[config.mk]
export PLATFORM = sky130hd
export DESIGN_NAME = atm_controller
export DESIGN_NICKNAME = d
export VERILOG_FILES = /design/src/rtl/atm_controller.sv
export SDC_FILE = /design/constraint.sdc
export NUM_CORES = 1
export LEC_CHECK = 0
export ABC_AREA = 1
export ABC_CLOCK_PERIOD_IN_PS = 4500
export CELL_PAD_IN_SITES_DETAIL_PLACEMENT = 0
export CELL_PAD_IN_SITES_GLOBAL_PLACEMENT = 2
export CORE_MARGIN = 5
export CORE_UTILIZATION = 37
export DETAILED_ROUTE_END_ITERATION = 10
export DONT_BUFFER_PORTS = 1
export PLACE_DENSITY_LB_ADDON = 0.12
export SLEW_MARGIN = 15
export SYNTH_ARGS = -nofsm -noshare
export SYNTH_HDL_FRONTEND = slang
export SYNTH_SLANG_ARGS = --single-unit
[constraint.sdc]
create_clock -name clk -period 4.5 [get_ports clk]
set_clock_uncertainty 0.05 [all_clocks]
set_input_delay 0.9 -clock clk [delete_from_list [all_inputs] [get_ports clk]]
set_output_delay 0.9 -clock clk [all_outputs]
set_load 0.02 [all_outputs]
[src/rtl/atm_controller.sv]
// Card-ATM controller: PIN entry with 3-try lockout, deposit/withdraw on a stored balance, PIN change.
// Push buttons are edge-detected internally; LEDs and 7-segment digits decode the registered state.
module atm_controller #(
  parameter int unsigned LOCK_LONG_CYC  = 500_000_000,
  parameter int unsigned LOCK_SHORT_CYC = 250_000_000
) (
  input  logic       clk,
  input  logic       rst,
  input  logic       BTN3,
  input  logic       BTN2,
  input  logic       BTN1,
  input  logic [3:0] SW,
  output logic [7:0] LED,
  output logic [6:0] digit4,
  output logic [6:0] digit3,
  output logic [6:0] digit2,
  output logic [6:0] digit1
);

  localparam int unsigned TW = 32;
  localparam logic [TW-1:0] LONG_LAST  = TW'(LOCK_LONG_CYC - 1);
  localparam logic [TW-1:0] SHORT_LAST = TW'(LOCK_SHORT_CYC - 1);
  localparam logic [6:0] SEG_BLANK = 7'h7F;
  localparam logic [6:0] SEG_L     = 7'h47;

  // Encoding doubles as the digit4 state code and the LED bit index.
  typedef enum logic [2:0] {
    IDLE       = 3'd0,
    PIN        = 3'd1,
    MENU       = 3'd2,
    MONEY      = 3'd3,
    PW_OLD     = 3'd4,
    PW_NEW     = 3'd5,
    LOCK_PIN   = 3'd6,
    LOCK_FUNDS = 3'd7
  } state_t;

  state_t        state;
  logic [3:0]    pin;
  logic [7:0]    balance;
  logic [1:0]    tries;
  logic [TW-1:0] timer;
  logic [2:0]    btn_s;
  logic [2:0]    btn_p;
  logic [2:0]    press;
  logic [8:0]    dep_sum;
  logic          pin_ok;

  // press bits are {BTN3, BTN2, BTN1}; one pulse per rising edge of the sampled button.
  assign press   = btn_s & ~btn_p;
  assign dep_sum = {1'b0, balance} + {5'b0_0000, SW};
  assign pin_ok  = (SW == pin);

  always_ff @(posedge clk or posedge rst) begin
    if (rst) begin
      state   <= IDLE;
      pin     <= 4'd0;
      balance <= 8'd0;
      tries   <= 2'd0;
      timer   <= '0;
      btn_s   <= 3'd0;
      btn_p   <= 3'd0;
    end else begin
      btn_s <= {BTN3, BTN2, BTN1};
      btn_p <= btn_s;
      case (state)
        IDLE: begin
          if (press[2]) begin
            state <= PIN;
            tries <= 2'd0;
          end
        end
        PIN, PW_OLD: begin
          if (press[0]) begin
            state <= (state == PIN) ? IDLE : MENU;
          end else if (press[2]) begin
            if (pin_ok) begin
              state <= (state == PIN) ? MENU : PW_NEW;
              tries <= 2'd0;
            end else if (tries == 2'd2) begin
              state <= LOCK_PIN;
              tries <= 2'd0;
              timer <= '0;
            end else begin
              tries <= tries + 2'd1;
            end
          end
        end
        MENU: begin
          if (press[0]) begin
            state <= IDLE;
          end else if (press[2]) begin
            state <= MONEY;
          end else if (press[1]) begin
            state <= PW_OLD;
            tries <= 2'd0;
          end
        end
        MONEY: begin
          if (press[0]) begin
            state <= MENU;
          end else if (press[2]) begin
            balance <= dep_sum[8] ? 8'hFF : dep_sum[7:0];
          end else if (press[1]) begin
            if ({4'b0000, SW} <= balance) begin
              balance <= balance - {4'b0000, SW};
            end else begin
              state <= LOCK_FUNDS;
              timer <= '0;
            end
          end
        end
        PW_NEW: begin
          if (press[0]) begin
            state <= MENU;
          end else if (press[2]) begin
            pin   <= SW;
            state <= MENU;
          end
        end
        LOCK_PIN: begin
          if (timer == LONG_LAST) begin
            state <= IDLE;
            tries <= 2'd0;
            timer <= '0;
          end else begin
            timer <= timer + TW'(1);
          end
        end
        LOCK_FUNDS: begin
          if (timer == SHORT_LAST) begin
            state <= MONEY;
            timer <= '0;
          end else begin
            timer <= timer + TW'(1);
          end
        end
        default: state <= IDLE;
      endcase
    end
  end

  // Active-low {g,f,e,d,c,b,a}
  function automatic logic [6:0] seg7(input logic [3:0] d);
    case (d)
      4'd0:    seg7 = 7'h40;
      4'd1:    seg7 = 7'h79;
      4'd2:    seg7 = 7'h24;
      4'd3:    seg7 = 7'h30;
      4'd4:    seg7 = 7'h19;
      4'd5:    seg7 = 7'h12;
      4'd6:    seg7 = 7'h02;
      4'd7:    seg7 = 7'h78;
      4'd8:    seg7 = 7'h00;
      4'd9:    seg7 = 7'h10;
      default: seg7 = SEG_BLANK;
    endcase
  endfunction

  always_comb begin
    LED    = 8'd1 << state;
    digit4 = seg7({1'b0, state});
    digit3 = SEG_BLANK;
    digit2 = SEG_BLANK;
    digit1 = SEG_BLANK;
    case (state)
      MENU, MONEY: begin
        digit3 = seg7(4'(balance / 8'd100));
        digit2 = seg7(4'((balance / 8'd10) % 8'd10));
        digit1 = seg7(4'(balance % 8'd10));
      end
      PIN, PW_OLD: digit1 = seg7({2'b00, 2'd3 - tries});
      LOCK_PIN, LOCK_FUNDS: digit4 = SEG_L;
      default: ;
    endcase
  end

endmodule

Word level (Yosys, flattened, before mapping)
Memories as Yosys holds them, arrays and structs flattened.
Cells that the tools add are included.
{ "totals": {"register_bits": 55, "rom_bits": 392, "wordCells": 123, "in_bits": 9, "memories": 4} }
{ "op_classes": {"div_mod_pow": 4, "n_bitwise": 3, "n_mux": 49, "addsub": 5, "reduce_logical": 14, "n_eq_ne": 35, "order_cmp": 1, "shifts": 1} }
{ "memory_table": {"columns": ["name", "words", "word_bits", "rd", "rd_ports_with_merged_regs", "write_ports", "line_no", "source"], "rows": [
  ["(name not given)", 16, 7, 1, 0, 0, "145", "case (d)"],
  ["(name not given)", 16, 7, 1, 0, 0, "145", null],
  ["(name not given)", 16, 7, 1, 0, 0, "145", null],
  ["(name not given)", 8, 7, 1, 0, 0, "145", null]
]} }
{ "ops": {"columns": ["cell", "count"], "rows": [
  ["32-bit two-way mux", 10],
  ["32-bit case mux with 4 select lines", 1],
  ["3-bit two-way mux", 17],
  ["32-bit by 1-bit adder with 32-bit output (second input constant)", 1],
  ["32-bit by 28-bit equality test with 1-bit output (second input constant)", 1],
  ["32-bit by 29-bit equality test with 1-bit output (second input constant)", 1],
  ["8-bit two-way mux", 4],
  ["2-bit != test (second input constant)", 14],
  ["7-bit case mux with 4 select lines", 1],
  ["7-bit two-way mux", 3],
  ["3-bit case mux with 7 select lines", 1],
  ["2-bit two-way mux", 10],
  ["8-bit by 4-bit remainder unit with 8-bit output (second input constant)", 2],
  ["3-bit != test (second input constant)", 5],
  ["7-bit case mux with 2 select lines", 1],
  ["3-bit equality test (second input constant)", 4],
  ["10-bit AND reduction", 1],
  ["8-bit by 4-bit adder with 9-bit output", 1],
  ["9-bit AND reduction", 1],
  ["8-bit by 4-bit divider with 8-bit output (second input constant)", 1],
  ["8-bit by 7-bit divider with 8-bit output (second input constant)", 1],
  ["4-bit by 8-bit less-or-equal comparator with 1-bit output", 1],
  ["4-bit != test (second input constant)", 2],
  ["2-bit case mux with 4 select lines", 1],
  ["other kinds (20)", 27]
]} }

Longest topological paths before layout
{ "depth": {"ltp_word": 6, "mapped_depth": 32} }

Worst setup path after synthesis
Ideal clock, no wire load.
{ "synth_timing": {"path_kind": "reg2out", "from": "reg balance[5]", "to": "out digit1[6]", "stages_incl_launch_ff": 27, "setup_slack_ns": 0.470, "t_required_ns": 3.550, "arrival_ns": 3.080, "path_cell_list": "dfrtp_1 -> buf_6 -> inv_2 -> nand3_2 -> nand2_1 -> inv_1 -> nand2_1 -> nand3_1 -> nand2_2 -> nand2_2 -> nand2_4 -> nand2_4 -> nand2_4 -> nand3_4 -> nand2_4 -> nand3_2 -> nand2_2 -> nand2_2 -> nand2_4 -> nand3_4 -> inv_1 -> nand2_1 -> nand2_1 -> ha_1 -> or2_1 -> o21ai_1 -> o31ai_1"} }
{ "synth_via": {"elab_chain_len": 3} }
{ "synth_rtl": {"columns": ["item", "line_no", "source"], "rows": [
  ["from (decl)", "40", "logic [7:0] balance;"],
  ["from (signal assigned)", "103", "balance <= dep_sum[8] ? 8'hFF : dep_sum[7:0];"],
  ["from (signal assigned)", "106", "balance <= balance - {4'b0000, SW};"],
  ["8-bit by 4-bit remainder unit with 8-bit output", "170", "digit1 = seg7(4'(balance % 8'd10));"],
  ["memory 16 x 7 bit", null, null],
  ["7-bit case mux with 2 select lines", "166", "case (state)"],
  ["to (decl)", "17", "output logic [6:0] digit1"]
]} }
Every way passes these cells.

Worst setup path after layout
{ "layout_timing": {"from": "reg balance[5]", "to": "out digit2[3]"} }
{ "layout_via": {"elab_chain_len": 4} }
{ "layout_rtl": {"columns": ["item", "line_no", "source"], "rows": [
  ["8-bit by 4-bit divider with 8-bit output", "169", "digit2 = seg7(4'((balance / 8'd10) % 8'd10));"],
  ["8-bit by 4-bit remainder unit with 8-bit output", "169", null],
  ["memory 16 x 7 bit", null, null],
  ["7-bit two-way mux", "166", null],
  ["to (decl)", "16", "output logic [6:0] digit2,"]
]} }
Every way passes these cells.

==> flow_summary.toml <==
[global_route]
globalRouteOverflowTotal = 0
use_met2_pct = 30.5
antenna_found_initial = 0
grt_use_total_pct = 16.0
grt_pass1_wl_mm = 21.2
met3_usage_pct = 2.23
grt_busiest_layer = "met2"
met1_usage_pct = 18.9
grt_max_degree = 37
grt_pass1_vias = 4372

[sta]
fin_crit_sh_pct = 98.6
setup_ws_ps = 62.8
setup_violations = 0
relSlewSlack_pct = 38.5
max_freq_mhz = 225
finalCriticalPeriod_ps = 4440
rsz0062_at_grt = "true"
worst_slew_pin_slew_ps = 920
slew_violations = 0
hold_violations = 0

[floorplan]
rows = 42
start_util_pct = 37.3
die_width_um = 125
ioPinCount = 45
fp.coreArea_mm2 = 0.0131
die_h_um = 125
dieArea_mm2 = 0.0156

[cts]
path_clk_slew_ps = 70
cts_max_level = 2
clock_path_buffers = 2
cts.sinks = 55
cts_tree = "built"
cts-hold-fix-buffers = 0
numCtsBuffers = 5
root_buffer = "clkbuf_16"
insertion_delay_ps = 300

[synthesis]
ys_async_sr_fraction_pct = 100
synth_edf_count = 0
synthMostInstantiatedCell = "nand2_1"
yosysSeqAreaShare_pct = 28.2
synth_top_area_share_pct = 28.2
synth_warnings = 0
synth_fp_nets = 719
synth_cells = 679
syn_area_per_cell_um2 = 7.18
synth_seq_cells = 55
yosysUniqueCellTypes = 48
yosys.area.top_type = "dfrtp_1"
synth_top_flop_cell = "dfrtp_1"
synth_area_leaders = "dfrtp_1 (28%), nand2_1 (8.6%), inv_1 (8.3%)"
netlist_area_mm2 = 0.00488
ys_top_cells_by_count = "nand2_1 (112), inv_1 (108), nor2_1 (60)"

[finish]
fin_nets = 755
area_growth_pct = 20.0
drive_above_1_share_pct = 23.5
antenna_cells = 0

[setup_path]
max_stage_delay_ps = 440
cp.required_ps = 3550
critPathLaunch = "balance[5]"
reg2reg_slack_ps = 690
critical_path.most_common_cell = "nand2_4"
crit_path_start_kind = "flop"
ff2ff_path_depth = 21
reg2reg_from = "balance[0]"
slowest_stage = "dfrtp_2"
path_class = "flop to output pin"
arrival_ps = 3490
timing.rr.end = "timer[27]"
cp_max_fo = 7
setup.worst_path.end_class = "output pin"

[worst_hold_path]
hold_depth = 0
hold_end = "btn_p[2]"
hold_start = "btn_s[2]"
hold_path_class = "flop to flop"

[power_and_ir_drop]
peakVddDrop_mv = 0.122
power.leakage_uw = 0.00281
p_per_area_mw_per_mm2 = 179
total_power_uw = 1050

[route]
antenna_left = 0
wire_per_inst_um = 14.7
vias = 4544
routed_via_density = 5.09
drc = 0
drt-total-wl_mm = 13.1
initialDrtViolationCount = 235
first_pass_iters = 5

[placed_design]
numPortBuffers = 0
place.gp.congestion = 0.859
dpl.hpwl_mm = 10.1
pre_cts_slack_ps = 133

[status]
outcome = "finished, final reports clean"

[flow_run]
maxCapViolCount = 0
## logic make-up (layout without fill, tap and decap cells)
kind of cell             count (synthesis)  count (layout)  share of synthesized area, %
AND/OR/NAND/NOR                        325             325                          34.3
buffers and inverters                  134             171                          11.2
AO/OA/AOI/OAI                          121             121                          15.2
flip-flops                              55              55                          28.2
adder cells (fa/ha/maj)                 31              31                          8.26
XOR/XNOR                                12              12                          2.54
multiplexers                             1               1                         0.231
## flip-flops by register name (all words and copies together) (netlist names)
name,flops
state,3
balance,8
timer,32
tries,2
pin,4
btn_s,3
btn_p,3
## through the flow
step | TNS [ps] | std cells | instance area, um^2 | hold WS [ps] | utilization [%]
2_1_floorplan | 0 | 679 | 4880 | 304 | -
3_3_place_gp | 0 | 860 | 5130 | 310 | 39.2
3_5_place_dp | 0 | 860 | 5130 | 312 | 39.2
4_1_cts | 0 | 876 | 5410 | 330 | 41.3
5_1_grt | -1530 | 892 | 5850 | 347 | 44.7
6_report | 0 | 892 | 5850 | 325 | 44.7
## repair_timing
action / in CTS / in global routing
buffers inserted: 8 / 16
endpoints found under the setup margin: 13 / 13
pin swaps: 3 / 29
resized for setup: 7 / 74
endpoints found under the hold margin: 0 / 0
## cells in the final DEF, fill, tap and decap left out, drive strengths merged
master / instances
or2: 2
buf: 40
a21oi: 40
nand4: 17
o31ai: 7
o2111ai: 3
a22oi: 3
o211ai: 4
dfrtp: 55
nand3: 60
nand2: 142
inv: 123
a21boi: 1
bufinv: 2
xor2: 12
o211a: 1
ha: 29
fa: 2
nor3: 30
clkbuf: 6
o221ai: 1
nor2: 61
a311oi: 1
o21ai: 47
nand3b: 2
mux2: 1
o41ai: 1
a211oi: 5
nor4: 11
a31oi: 5
a2111oi: 1
a2bb2oi: 1
## critical path: cells and delay by family, from the launching register on
family          cells  cell delay, ps
compound gates      3             420
fa+ha+maj           1             190
buf+inv             5             390
flops               1             440
simple gates       19            1740
## routing by layer
| metal | routed length (um) | up-vias |
|---|---|---|
| li1 | - | 2319 |
| met1 | 5700 | 2156 |
| met2 | 6960 | 56 |
| met3 | 332 | 13 |
| met4 | 153 | 0 |
| met5 | 0 | - |
## where the power goes
part           internal [uW]  switching (uW)  total (uW)
sequential               497            1.22         498
combinational           13.1            32.4        45.5
clock                    320             184         504
## final cells by class
type                    instances  area (um^2)
repair buffers                 40          312
flip-flops and latches         55         1380
multi-input cells             490         3270
well taps                     176          220
clock inverters                 2         60.1
fillers                      1346         7230
inverters                     123          477
clock buffers                   6          129
## worst max path at each step
stage | to | slack (ps) | cells after the start
3_3_place_gp | digit1[0] | 180 | 26
5_1_grt | digit2[3] | -200 | 29
6_report | digit2[3] | 60 | 28
4_1_cts | digit2[3] | 1 | 28
3_5_place_dp | digit1[0] | 130 | 26
2_1_floorplan | digit1[6] | 470 | 26
Note: power is estimated with default switching activity, not from simulation.
